<file path="src/rtl/mitchell_pkg.sv">
// Shared width helpers and pipeline stage payload types for the Mitchell log multiplier.
// Stage structs are sized for the widest legal operand; narrower builds tie the upper bits to zero.
package mitchell_pkg;

  localparam int unsigned MaxWidth = 32;

  function automatic int unsigned f_of(input int unsigned width);
    return width - 1;
  endfunction

  function automatic int unsigned kw_of(input int unsigned width);
    return $clog2(width);
  endfunction

  function automatic int unsigned ew_of(input int unsigned width);
    return kw_of(width) + 1;
  endfunction

  localparam int unsigned MaxF  = f_of(MaxWidth);
  localparam int unsigned MaxKw = kw_of(MaxWidth);
  localparam int unsigned MaxEw = ew_of(MaxWidth);

  typedef struct packed {
    logic [MaxKw-1:0] ka;
    logic [MaxKw-1:0] kb;
    logic [MaxF-1:0]  xa;
    logic [MaxF-1:0]  xb;
    logic             zero;
  } s1_t;

  typedef struct packed {
    logic [MaxEw:0] e;
    logic [MaxF:0]  m;
    logic           zero;
  } s2_t;

endpackage

</file>
<file path="src/rtl/leading_one_detector.sv">
// Combinational leading-one detector: reports the index of the most significant set bit.
// An all-zero input reports position 0; callers flag zero operands separately.
module leading_one_detector
  import mitchell_pkg::*;
#(
  parameter int unsigned WIDTH = 8
) (
  input  logic [WIDTH-1:0]          data_i,
  output logic [kw_of(WIDTH)-1:0]   pos_o
);

  localparam int unsigned KW = kw_of(WIDTH);

  always_comb begin
    pos_o = '0;
    for (int unsigned i = 0; i < WIDTH; i++) begin
      if (data_i[i]) begin
        pos_o = KW'(i);
      end
    end
  end

endmodule

</file>
<file path="src/rtl/mitchell_log_multiplier.sv">
// Three-stage pipelined unsigned approximate multiplier (Mitchell logarithmic method):
// normalise -> add logarithms -> antilog shift, with valid/ready flow control and no skid buffer.
module mitchell_log_multiplier
  import mitchell_pkg::*;
#(
  parameter int unsigned WIDTH = 8
) (
  input  logic                 clk,
  input  logic                 rst_n,
  input  logic                 in_valid,
  output logic                 in_ready,
  input  logic [WIDTH-1:0]     in_a,
  input  logic [WIDTH-1:0]     in_b,
  output logic                 out_valid,
  input  logic                 out_ready,
  output logic [2*WIDTH-1:0]   out_product
);

  localparam int unsigned F   = f_of(WIDTH);
  localparam int unsigned KW  = kw_of(WIDTH);
  localparam int unsigned EW  = ew_of(WIDTH);
  localparam int unsigned EW1 = EW + 1;
  localparam int unsigned PW  = 2 * WIDTH;

  localparam logic [KW-1:0] FPos = KW'(F);
  localparam logic [EW:0]   FExp = EW1'(F);

  logic v1_q, v2_q, v3_q;
  logic ld1, ld2, ld3;

  s1_t s1_d, s1_q;
  s2_t s2_d, s2_q;
  logic [PW-1:0] prod_d, prod_q;

  // A stage loads when empty or when its successor drains it this cycle.
  assign ld3      = ~v3_q | out_ready;
  assign ld2      = ~v2_q | ld3;
  assign ld1      = ~v1_q | ld2;
  assign in_ready = ld1;

  // ---------------- S1: normalise ----------------
  logic [KW-1:0]    ka, kb;
  logic [WIDTH-1:0] sha, shb;

  leading_one_detector #(
    .WIDTH (WIDTH)
  ) u_lod_a (
    .data_i (in_a),
    .pos_o  (ka)
  );

  leading_one_detector #(
    .WIDTH (WIDTH)
  ) u_lod_b (
    .data_i (in_b),
    .pos_o  (kb)
  );

  // Left-align so the leading one sits at bit F; it is absent only for a zero operand.
  assign sha = in_a << (FPos - ka);
  assign shb = in_b << (FPos - kb);

  always_comb begin
    s1_d            = '0;
    s1_d.ka[KW-1:0] = ka;
    s1_d.kb[KW-1:0] = kb;
    s1_d.xa[F-1:0]  = sha[F-1:0];
    s1_d.xb[F-1:0]  = shb[F-1:0];
    s1_d.zero       = ~sha[F] | ~shb[F];
  end

  // ---------------- S2: log add ----------------
  logic [F:0]    sum;
  logic [EW:0]   e_sum;

  assign sum   = {1'b0, s1_q.xa[F-1:0]} + {1'b0, s1_q.xb[F-1:0]};
  assign e_sum = {2'b00, s1_q.ka[KW-1:0]} + {2'b00, s1_q.kb[KW-1:0]} + {{EW{1'b0}}, sum[F]};

  always_comb begin
    s2_d           = '0;
    s2_d.e[EW:0]   = e_sum;
    s2_d.m[F:0]    = {1'b1, sum[F-1:0]};
    s2_d.zero      = s1_q.zero;
  end

  // ---------------- S3: antilog ----------------
  logic [EW:0]  e3;
  logic [PW-1:0] m3;

  assign e3 = s2_q.e[EW:0];
  assign m3 = {{WIDTH{1'b0}}, s2_q.m[F:0]};

  // (m << e) >> F split by direction so no wider intermediate is needed.
  always_comb begin
    prod_d = '0;
    if (!s2_q.zero) begin
      if (e3 >= FExp) begin
        prod_d = m3 << (e3 - FExp);
      end else begin
        prod_d = m3 >> (FExp - e3);
      end
    end
  end

  always_ff @(posedge clk or negedge rst_n) begin
    if (!rst_n) begin
      v1_q   <= 1'b0;
      v2_q   <= 1'b0;
      v3_q   <= 1'b0;
      s1_q   <= '0;
      s2_q   <= '0;
      prod_q <= '0;
    end else begin
      if (ld1) v1_q <= in_valid;
      if (ld2) v2_q <= v1_q;
      if (ld3) v3_q <= v2_q;
      if (ld1 && in_valid) s1_q <= s1_d;
      if (ld2 && v1_q)     s2_q <= s2_d;
      if (ld3 && v2_q)     prod_q <= prod_d;
    end
  end

  // Upper struct bits exist only for wider builds and are constant zero here.
  logic unused_stage_bits;
  assign unused_stage_bits = ^{s1_q, s2_q};

  assign out_valid   = v3_q;
  assign out_product = prod_q;

endmodule

</file>
<file path="config.mk">
export PLATFORM = sky130hd
export DESIGN_NAME = mitchell_log_multiplier
export DESIGN_NICKNAME = d
export VERILOG_FILES = /design/src/rtl/mitchell_pkg.sv /design/src/rtl/leading_one_detector.sv /design/src/rtl/mitchell_log_multiplier.sv
export SDC_FILE = /design/constraint.sdc
export NUM_CORES = 1
export LEC_CHECK = 0
export ABC_CLOCK_PERIOD_IN_PS = 6200
export BUFFER_PORTS_ARGS = -buffer_cell sky130_fd_sc_hd__buf_2
export CORE_ASPECT_RATIO = 0.5
export CORE_UTILIZATION = 40
export CTS_BUF_LIST = sky130_fd_sc_hd__clkbuf_8
export DETAILED_ROUTE_END_ITERATION = 16
export GPL_TIMING_DRIVEN = 0
export PLACE_DENSITY_LB_ADDON = 0.1
export SLEW_MARGIN = 10
export SYNTH_ARGS = -nofsm -noshare
export SYNTH_HDL_FRONTEND = slang
export SYNTH_SLANG_ARGS = --single-unit
</file>
<file path="constraint.sdc">
create_clock -name clk -period 6.2 [get_ports clk]
set_clock_uncertainty 0.1 [all_clocks]
set_input_delay 1.86 -clock clk [delete_from_list [all_inputs] [get_ports clk]]
set_output_delay 1.86 -clock clk [all_outputs]
set_load 0.05 [all_outputs]
</file>
==> impl_metrics.env, run 1 <==
export IMPL_status="finished clean"
export IMPL_start_kind="primary input"
export IMPL_report_final_slew_viol_count=0
export IMPL_insertedDiodeCount=0
export IMPL_power_density_nw_per_um2=438.9
export IMPL_drv_cap=0
export IMPL_syn_area_sq_um=3677
export IMPL_p_total_mw=1.794
export IMPL_yosysSeqAreaShare=0.3607
export IMPL_max_clock_freq_mhz=225.9
export IMPL_final_layout_size_suffix_gt1_frac=0.1609
export IMPL_die_w_um=137.6
export IMPL_initial_utilization=0.4179
export IMPL_cp_end_kind="output port"
export IMPL_htree_levels=2
export IMPL_synth_nets=452
export IMPL_clk_latency_ns=0.32
export IMPL_ios=38
export IMPL_setup_viol=0
export IMPL_core_sq_um=8798
export IMPL_cts_max_path_buffers=2
export IMPL_post_cts_setup_buffers=0
export IMPL_cts_resized=0
export IMPL_ys_types=67
export IMPL_rows=24
export IMPL_cp_required_ns=4.24
export IMPL_finalCriticalPeriod_ns=4.426
export IMPL_grt_max_degree=54
export IMPL_hold_class="reg2reg"
export IMPL_cp_top_family="buffers and inverters"
export IMPL_antenna_left=0
export IMPL_vias=3209
export IMPL_cp_common_cell="buf_2"
export IMPL_synth_main_ff_cell="dfrtp_1"
export IMPL_grt_pass1_wl_um=15450
export IMPL_die_area_sq_um=9604
export IMPL_cts_buffers=5
export IMPL_dr_pass1_iters=5
export IMPL_dp_hpwl_um=6968
export IMPL_ff2ff_setup_slack_ns=3.10
export IMPL_fin_crit_sh=0.7139
export IMPL_ys_warn_count=0
export IMPL_grt_pass1_vias=2986
export IMPL_ys_ff_latch=53
export IMPL_rsz0062_at_grt="false"
export IMPL_syn_to_final_growth_pct=11.16
export IMPL_cts_tree="yes"
export IMPL_antenna_found_initial=0
export IMPL_die_y_um=69.80
export IMPL_p_leak_nw=1.895
export IMPL_path_class="in2out"
export IMPL_worst_pin_slew_ns=0.6625
export IMPL_crit_path_max_fanout=4
export IMPL_ir_worst_vdd_uv=264.4
export IMPL_grt_usage=0.2077
export IMPL_critical_path_buf_inv_count=2
export IMPL_routed_via_density=5.562
export IMPL_clk_pin_slew_ns=0.09
export IMPL_gr_total_overflow=0
export IMPL_clockRootBuffer="clkbuf_8"
export IMPL_nets=492
export IMPL_path_cells="buf_2 > nand4b_1 > buf_2"
export IMPL_slowest_delay_ns=0.26
export IMPL_syn_avg_cell_area_sq_um=8.776
export IMPL_finalWirelength_um=9111
export IMPL_cp_slowest_cell="buf_2"
export IMPL_fin_setup_tns_ns=0
export IMPL_hold_viol=0
export IMPL_wire_per_inst_um=15.79
export IMPL_cts_sinks=53
export IMPL_async_reset_ff_frac=1.000
export IMPL_ctsHoldBuffers=0
export IMPL_port_buffers=33
export IMPL_syn_instance_count=419
export IMPL_synth_edf_count=0
export IMPL_mostFrequentLayoutCells="54 x nand2_1, 53 x dfrtp_1, 46 x buf_2, 40 x nor2_1, 28 x o21ai_0"
export IMPL_layout_commonest_cell="nand2_1"
export IMPL_drt_drc_violations_left=0
export IMPL_gp_congestion=0.8233
export IMPL_worstPathArrival_ns=2.47
export IMPL_dr_first_iter_drc_count=173
export IMPL_relSlewSlack=0.5583
==> where the power goes <==
group / switching, mW / internal (mW) / total [mW]
Sequential: 0.0896 / 0.441 / 0.530
Combinational: 0.665 / 0.386 / 1.05
Clock: 0.122 / 0.0909 / 0.213
==> sequential cells by signal, indices dropped and copies added, names as in the netlist <==
register     cells
e3               4
out_product     16
s1_q            21
m3               8
v2_q             1
out_valid        1
v1_q             1
s2_q             1
==> through the flow <==
stage / setup slack, ns / instances / utilization / hold WS [ns] / area [sq um]
floorplan: 1.782 / 419 / - / 0.3428 / 3677
global placement: 1.793 / 569 / 0.4534 / 0.3543 / 3989
detailed placement: 1.785 / 569 / 0.4534 / 0.3701 / 3989
CTS: 1.778 / 577 / 0.4643 / 0.3877 / 4085
global route: 1.703 / 577 / 0.4646 / 0.4137 / 4088
finish: 1.774 / 577 / 0.4646 / 0.3848 / 4088
==> routing by layer <==
metal / wire (um) / global-route usage / vias up
li1: - / - / 1601
met1: 4698 / 0.3036 / 1523
met2: 3920 / 0.3149 / 75
met3: 380 / 0.03582 / 10
met4: 111 / 0.05250 / 0
met5: 0 / 0 / -
==> final cells by class <==
| class | count | area, sq um |
|---|---|---|
| Tap cell | 117 | 146.4 |
| Multi-Input combinational cell | 325 | 2168 |
| Clock buffer | 6 | 82.58 |
| Timing Repair Buffer | 33 | 167.7 |
| Fill cell | 921 | 4711 |
| Inverter | 16 | 60.06 |
| Sequential cell | 53 | 1326 |
| Buffer | 25 | 122.6 |
| Clock inverter | 2 | 13.76 |
==> cell usage after synthesis (2+ instances only) <==
cell      count  area [sq um]
and2b_1       2         15.01
inv_1        16         60.06
nand3_1      13         65.06
dfrtp_1      53          1326
o32ai_1       3         26.28
nand4_1       3         18.77
xor2_1        4         35.03
o221ai_1      6         52.55
o31ai_1       5         37.54
nor3_1        7         35.03
a21o_1        5         37.54
a221o_1       5         50.05
nand2_1      54         202.7
clkbuf_1      8         30.03
ha_1         10         125.1
buf_4         3         22.52
o21bai_1      2         15.01
o21ai_1       2         10.01
o22ai_1       3         18.77
a221oi_1      2         17.52
a22o_1        5         43.79
buf_2        14         70.07
and2_1        3         18.77
o21ai_0      28         140.1
mux2_2        9         101.4
nand2b_1      7         43.79
or3_1         2         12.51
fa_1          3         60.06
nor2_1       40         150.1
nor4b_1       2         17.52
a21oi_1      22         110.1
nor2b_1       7         43.79
o211ai_1      4         30.03
o21a_1        8         60.06
a211o_1       3         26.28
o31a_1        6         52.55
mux2i_1      19         190.2
a31oi_1       2         12.51
==> logic make-up after synthesis <==
group / after synthesis / synth area share
multiplexers: 29 / 0.08540
adder cells (fa/ha/maj): 13 / 0.05036
AO/OA/AOI/OAI: 123 / 0.2327
buffers and inverters: 41 / 0.04968
AND/OR/NAND/NOR: 154 / 0.2018
flip-flops: 53 / 0.3607
XOR/XNOR: 6 / 0.01939
==> tightest hold or removal path, delay by kind of cell, from the launching register on <==
kind / cells / cell delay, ns
DFF: 1 / 0.35
AOI/OAI and AO/OA: 1 / 0.06
and+or+nand+nor: 1 / 0.05
==> path summary, 6_finish.rpt <==
| path | startpoint | endpoint | cells past startpoint |
|---|---|---|---|
| worst min register to register | out_product[2]$_DFFE_PN0P_ | out_product[2]$_DFFE_PN0P_ | 2 |
| min in group asynchronous | rst_n | out_product[15]$_DFFE_PN0P_ | 1 |
| worst max register to register | s1_q[4]$_DFFE_PN0P_ | e3[2]$_DFFE_PN0P_ | 11 |
| worst max-delay path | out_ready | in_ready | 3 |
| worst min-delay path | out_product[2]$_DFFE_PN0P_ | out_product[2]$_DFFE_PN0P_ | 2 |
| max in group asynchronous | rst_n | s1_q[3]$_DFFE_PN0P_ | 1 |
Power figures use the tool's default switching activity.
==> run 2: changes to the inputs <==
--- a/config.mk
+++ b/config.mk
@@ -5,7 +5,8 @@
 export SDC_FILE = /design/constraint.sdc
 export NUM_CORES = 1
 export LEC_CHECK = 0
-export ABC_CLOCK_PERIOD_IN_PS = 6200
+export ABC_AREA = 1
+export ABC_CLOCK_PERIOD_IN_PS = 4350
 export BUFFER_PORTS_ARGS = -buffer_cell sky130_fd_sc_hd__buf_2
 export CORE_ASPECT_RATIO = 0.5
 export CORE_UTILIZATION = 40
==> constraint.sdc (replaced) <==
create_clock -name clk -period 4.35 [get_ports clk]
set_clock_uncertainty 0.1 [all_clocks]
set_input_delay 1.305 -clock clk [delete_from_list [all_inputs] [get_ports clk]]
set_output_delay 1.305 -clock clk [all_outputs]
set_load 0.05 [all_outputs]
==> run 2 against run 1 <==
  * Power is 41% higher
  * Register-to-register slack got worse by 1.6 ns
  * Combinational power up 44%
  * Global-route usage shrank 1.2 points
  * Die area down 3.7%
  * Highest routed layer unchanged
  * First-iteration DRC count decreased by 9.2%
  * Worst hold slack improved by 0.0016 ns
  * Clock power grew 36%
  * Clock-buffer cell count shrank 1
==> impl_metrics.env, run 2 <==
export IMPL_rr_worst_depth=13
export IMPL_die_area_sq_um=9246
export IMPL_cts_resized=0
export IMPL_fin_setup_tns_ns=0
export IMPL_syn_instance_count=494
export IMPL_initial_utilization=0.4268
export IMPL_largest_reg_flops=21
export IMPL_routed_top_layer="met4"
export IMPL_ff2ff_setup_slack_ns=1.54
export IMPL_antenna_found_initial=0
export IMPL_hold_class="reg2reg"
export IMPL_start_kind="primary input"
export IMPL_finalCriticalPeriod_ns=3.412
export IMPL_antenna_left=0
export IMPL_wl_met1_um=4398
export IMPL_gr_total_overflow=0
export IMPL_power_density_nw_per_um2=642.2
export IMPL_post_synth_top_area_cell="dfrtp_1"
export IMPL_port_buffers=37
export IMPL_crit_path_max_fanout=3
export IMPL_synth_edf_count=0
export IMPL_worst_pin_slew_ns=0.6633
export IMPL_htree_levels=2
export IMPL_cts_sinks=53
export IMPL_ir_worst_vdd_uv=285.0
export IMPL_grt_usage=0.1962
export IMPL_ctsHoldBuffers=0
export IMPL_rows=23
export IMPL_grt_pass1_vias=2893
export IMPL_r2r_end="e3[2]$_DFFE_PN0P_"
export IMPL_cts_buffers=5
export IMPL_clockRootBuffer="clkbuf_8"
export IMPL_p_total_mw=2.537
export IMPL_final_cells=650
export IMPL_syn_avg_cell_area_sq_um=7.160
export IMPL_setup_viol=0
export IMPL_regMostFlops="s1_q"
export IMPL_core_sq_um=8288
export IMPL_wire_per_inst_um=12.47
export IMPL_syn_to_final_growth_pct=11.67
export IMPL_dp_cells=643
export IMPL_ys_types=43
export IMPL_cp_required_ns=2.94
export IMPL_worstHoldPathCells=2
export IMPL_syn_area_sq_um=3537
export IMPL_synth_top_area_frac=0.3750
export IMPL_post_cts_setup_buffers=0
export IMPL_dr_first_iter_drc_count=157
export IMPL_grt_max_degree=54
export IMPL_insertedDiodeCount=0
export IMPL_worst_hold_slack_ns=0.3864
export IMPL_max_clock_freq_mhz=293.1
export IMPL_ys_warn_count=0
export IMPL_drv_cap=0
export IMPL_die_y_um=68.50
export IMPL_clk_pin_slew_ns=0.10
export IMPL_report_final_slew_viol_count=0
export IMPL_grt_pass1_wl_um=13900
export IMPL_worst_hold_path_endpoint="out_product[0]$_DFFE_PN0P_"
export IMPL_finalWirelength_um=8104
export IMPL_final_layout_size_suffix_gt1_frac=0.1524
export IMPL_reg2reg_from="s1_q[3]$_DFFE_PN0P_"
export IMPL_rsz0062_at_grt="false"
export IMPL_holdCritStartpoint="out_product[0]$_DFFE_PN0P_"
export IMPL_vias=3080
export IMPL_yosysSeqAreaShare=0.3750
export IMPL_ios=38
export IMPL_hold_viol=0
export IMPL_layout_commonest_cell="nand2_1"
export IMPL_p_leak_nw=2.058
export IMPL_wl_met3_um=261
export IMPL_drt_drc_violations_left=0
export IMPL_async_reset_ff_frac=1.000
export IMPL_utilization=0.4766
export IMPL_ys_ff_latch=53
export IMPL_cp_end_kind="output port"
export IMPL_synthTopCellsByCount="162 x nand2_1, 53 x dfrtp_1, 48 x inv_1"
export IMPL_worstPathArrival_ns=2.01
export IMPL_synth_nets=527
export IMPL_dp_hpwl_um=6371
export IMPL_fin_crit_sh=0.7844
export IMPL_die_w_um=135.0
export IMPL_synth_main_ff_cell="dfrtp_1"
export IMPL_clk_latency_ns=0.33
export IMPL_cts_max_path_buffers=2
export IMPL_synth_area_leaders="dfrtp_1 37%, nand2_1 17%, nand3_1 5.5%"
export IMPL_mostFrequentLayoutCells="162 x nand2_1, 53 x dfrtp_1, 48 x inv_1, 40 x buf_2, 39 x nand3_1"
export IMPL_routed_via_density=4.738
export IMPL_dr_pass1_iters=4
export IMPL_status="finished clean"
export IMPL_path_class="in2out"
export IMPL_relSlewSlack=0.5578
export IMPL_gp_congestion=0.8942
export IMPL_synth_most_common_cell="nand2_1"
export IMPL_wl_met2_um=3345
export IMPL_nets=571
export IMPL_cts_tree="yes"
[run 2: cell types whose count changed after synthesis, moves of 10 or more]
cell	previous run	this run
nand2_1	54	162
inv_1	16	48
nand3_1	13	39
o21ai_1	2	22
mux2i_1	19	1
buf_2	14	4
[run 2: per-layer routing]
metal	vias to the layer above	global-route usage
met4	0	0.06601
met3	8	0.03363
met2	45	0.3209
met1	1338	0.2678
met5	-	0
li1	1689	-
[run 2: report_power, final]
group | total, mW | leakage [nW] | switching (mW) | internal, mW
sequential | 0.733 | 0.654 | 0.0977 | 0.636
clock | 0.290 | 0.0402 | 0.178 | 0.112
combinational | 1.51 | 1.36 | 1.03 | 0.480
[run 2: critical path: stages]
cell     delay, ns
buf_2         0.09
inv_1         0.05
nand2_2       0.06
nor2_1        0.14
nand2_1       0.12
buf_2         0.23
[run 2: how the worst max path moves through the flow]
stage,from,to,slack (ns),cells past startpoint
after detailed placement,out_ready,in_ready,0.93,6
after global placement,out_ready,in_ready,0.94,6
after CTS,out_ready,in_ready,0.93,6
final,out_ready,in_ready,0.94,6
after global routing,out_ready,in_ready,0.80,6
after floorplan,out_ready,in_ready,1.08,4
[run 2: area by class of cell]
class                   count  area [sq um]
fillers                   890          4338
multi-input cells         371          1912
flip-flops and latches     53          1326
inverters                  57         219.0
repair buffers             37         187.7
well taps                 112         140.1
plain buffers              13         80.08
clock buffers               5         68.82
clock inverters             2         16.27
[run 2: through the flow]
step	instance area [sq um]	setup WS, ns
detailed placement	3862	0.9308
global placement	3862	0.9431
finish	3950	0.9378
floorplan	3537	1.078
global route	3950	0.8008
CTS	3948	0.9303
[run 2: kinds of logic (layout without fill, tap and decap cells)]
family / after synthesis / count (layout) / share of synthesized area
xor gates and xnor gates: 4 / 4 / 0.01734
and+or+nand+nor: 258 / 258 / 0.3176
AOI/OAI and AO/OA: 95 / 95 / 0.1503
muxes: 1 / 1 / 0.002830
DFF: 53 / 53 / 0.3750
buffers and inverters: 70 / 114 / 0.08454
adders and majority gates: 13 / 13 / 0.05235
==> run 3: changes to the inputs <==
--- a/config.mk
+++ b/config.mk
@@ -5,8 +5,8 @@
 export SDC_FILE = /design/constraint.sdc
 export NUM_CORES = 1
 export LEC_CHECK = 0
-export ABC_AREA = 1
-export ABC_CLOCK_PERIOD_IN_PS = 4350
+export ABC_AREA = 0
+export ABC_CLOCK_PERIOD_IN_PS = 3000
 export BUFFER_PORTS_ARGS = -buffer_cell sky130_fd_sc_hd__buf_2
 export CORE_ASPECT_RATIO = 0.5
 export CORE_UTILIZATION = 40
==> constraint.sdc (replaced) <==
create_clock -name clk -period 3 [get_ports clk]
set_clock_uncertainty 0.1 [all_clocks]
set_input_delay 0.9 -clock clk [delete_from_list [all_inputs] [get_ports clk]]
set_output_delay 0.9 -clock clk [all_outputs]
set_load 0.05 [all_outputs]
==> run 3 against run 2 <==
  * Combinational power is 46% higher
  * Via count rose by 5.0%
  * Non-clock buffer count is 11 higher
  * Cell area increased by 4.7%
  * Critical path depth up 3
  * Wire length up 13%
  * Critical endpoint is now e3[1]$_DFFE_PN0P_
==> impl_metrics.env, run 3 (synthesis gave the netlist of run 1 again) <==
export IMPL_rr_worst_depth=9
export IMPL_wl_met1_um=4734
export IMPL_dp_worst_setup_slack_ns=-0.06025
export IMPL_slowest_delay_ns=0.42
export IMPL_worst_pin_slew_ns=0.6742
export IMPL_cts_max_path_buffers=2
export IMPL_cts_sinks=53
export IMPL_core_sq_um=8798
export IMPL_cp_required_ns=3.11
export IMPL_placedInstanceArea_sq_um=3989
export IMPL_critical_path_buf_inv_count=0
export IMPL_hold_viol=0
export IMPL_finalWirelength_um=9189
export IMPL_final_layout_size_suffix_gt1_frac=0.1793
export IMPL_initial_utilization=0.4179
export IMPL_setup_viol=0
export IMPL_cp_depth=9
export IMPL_worstHoldPathCells=2
export IMPL_cts_tree="yes"
export IMPL_ios=38
export IMPL_gr_total_overflow=0
export IMPL_port_buffers=33
export IMPL_clk_latency_ns=0.32
export IMPL_dp_cells=569
export IMPL_fin_setup_tns_ns=0
export IMPL_ir_worst_vdd_uv=547.2
export IMPL_nets=495
export IMPL_htree_levels=2
export IMPL_gp_congestion=0.8233
export IMPL_wl_met2_um=3957
export IMPL_finalInstanceArea_sq_um=4136
export IMPL_routed_via_density=5.574
export IMPL_status="finished clean"
export IMPL_insertedDiodeCount=0
export IMPL_p_leak_nw=1.908
export IMPL_power_density_nw_per_um2=904.5
export IMPL_grt_pass1_vias=3007
export IMPL_syn_to_final_growth_pct=12.49
export IMPL_crit_path_max_fanout=3
export IMPL_wire_per_inst_um=15.84
export IMPL_die_w_um=137.6
export IMPL_grt_pass1_wl_um=15510
export IMPL_worstPathArrival_ns=2.96
export IMPL_die_area_sq_um=9604
export IMPL_drt_drc_violations_left=0
export IMPL_start_kind="flop"
export IMPL_cp_top_family="adder cells"
export IMPL_clockRootBuffer="clkbuf_8"
export IMPL_antenna_found_initial=0
export IMPL_p_total_mw=3.741
export IMPL_rsz0062_at_grt="true"
export IMPL_wl_met3_um=387
export IMPL_mostFrequentLayoutCells="54 x nand2_1, 53 x dfrtp_1, 46 x buf_2, 40 x nor2_1, 28 x o21ai_0"
export IMPL_grt_max_degree=54
export IMPL_cts_buffers=5
export IMPL_max_clock_freq_mhz=351.0
export IMPL_grt_usage=0.2085
export IMPL_drv_cap=0
export IMPL_cp_end_kind="flop"
export IMPL_rows=24
export IMPL_antenna_left=0
export IMPL_dr_pass1_iters=4
export IMPL_cp_slowest_cell="dfrtp_1"
export IMPL_finalCriticalPeriod_ns=2.849
export IMPL_largest_reg_flops=21
export IMPL_path_cells="ha_1 > a21o_1 > a311o_1 > a21oi_2 > o21bai_1 > a21o_1 > fa_2 > fa_2 > mux2_2"
export IMPL_layout_commonest_cell="nand2_1"
export IMPL_regMostFlops="s1_q"
export IMPL_final_cells=580
export IMPL_relSlewSlack=0.5505
export IMPL_fin_crit_sh=0.9495
export IMPL_die_y_um=69.80
export IMPL_vias=3233
export IMPL_dp_hpwl_um=6968
export IMPL_clk_pin_slew_ns=0.10
export IMPL_path_class="reg2reg"
export IMPL_report_final_slew_viol_count=0
export IMPL_dr_first_iter_drc_count=183
export IMPL_routed_top_layer="met4"
export IMPL_ctsHoldBuffers=0
export IMPL_fin_ws_ns=0.1514
export IMPL_hold_class="reg2reg"
==> run 3: per-stage QoR <==
stage          hold WS (ns)  utilization
3_5_place_dp         0.3701       0.4534
3_3_place_gp         0.3543       0.4534
4_1_cts              0.3877       0.4664
2_1_floorplan        0.3428            -
5_1_grt              0.4137       0.4701
6_report             0.3847       0.4701
==> run 3: what timing repair did <==
item,CTS,global route
endpoints found under the setup margin,2,2
setup buffers,0,3
gates resized for setup,3,3
pin swaps,0,5
==> run 3: layout make-up <==
type / instances / area [sq um]
buffer: 25 / 122.6
clock buffer: 6 / 82.58
clock inverter: 2 / 13.76
fill: 919 / 4662
inverter: 16 / 60.06
multi-input combinational: 325 / 2195
sequential: 53 / 1326
tap: 117 / 146.4
timing repair buffer: 36 / 190.2
==> run 3: where the power goes <==
group | total [mW] | internal, mW | switching (mW) | leakage (nW)
combinational | 2.20 | 0.821 | 1.38 | 1.21
clock | 0.441 | 0.188 | 0.253 | 0.0512
sequential | 1.10 | 0.910 | 0.188 | 0.651
total | 3.74 | 1.92 | 1.82 | 1.91
==> run 3: worst register-to-register path, delay by kind of cell, from the launching register on <==
| kind | cells | cell delay (ns) |
|---|---|---|
| compound gates | 5 | 0.90 |
| fa+ha+maj | 3 | 1.06 |
| flops | 1 | 0.42 |
| mux | 1 | 0.26 |
==> run 3: metal layers <==
metal,GRT usage,vias to the layer above
li1,-,1608
met1,0.3032,1536
met2,0.3183,79
met3,0.03582,10
met4,0.05250,0
met5,0,-
==> run 3: final timing paths <==
check,start,endpoint,slack [ns]
worst max-delay path,s1_q[33]$_DFFE_PN0P_,e3[1]$_DFFE_PN0P_,0.15
worst min-delay path,out_product[2]$_DFFE_PN0P_,out_product[2]$_DFFE_PN0P_,0.38
min in group asynchronous,rst_n,out_product[15]$_DFFE_PN0P_,0.50
worst max register to register,s1_q[33]$_DFFE_PN0P_,e3[1]$_DFFE_PN0P_,0.15
worst min register to register,out_product[2]$_DFFE_PN0P_,out_product[2]$_DFFE_PN0P_,0.38
max in group asynchronous,rst_n,s1_q[3]$_DFFE_PN0P_,1.85
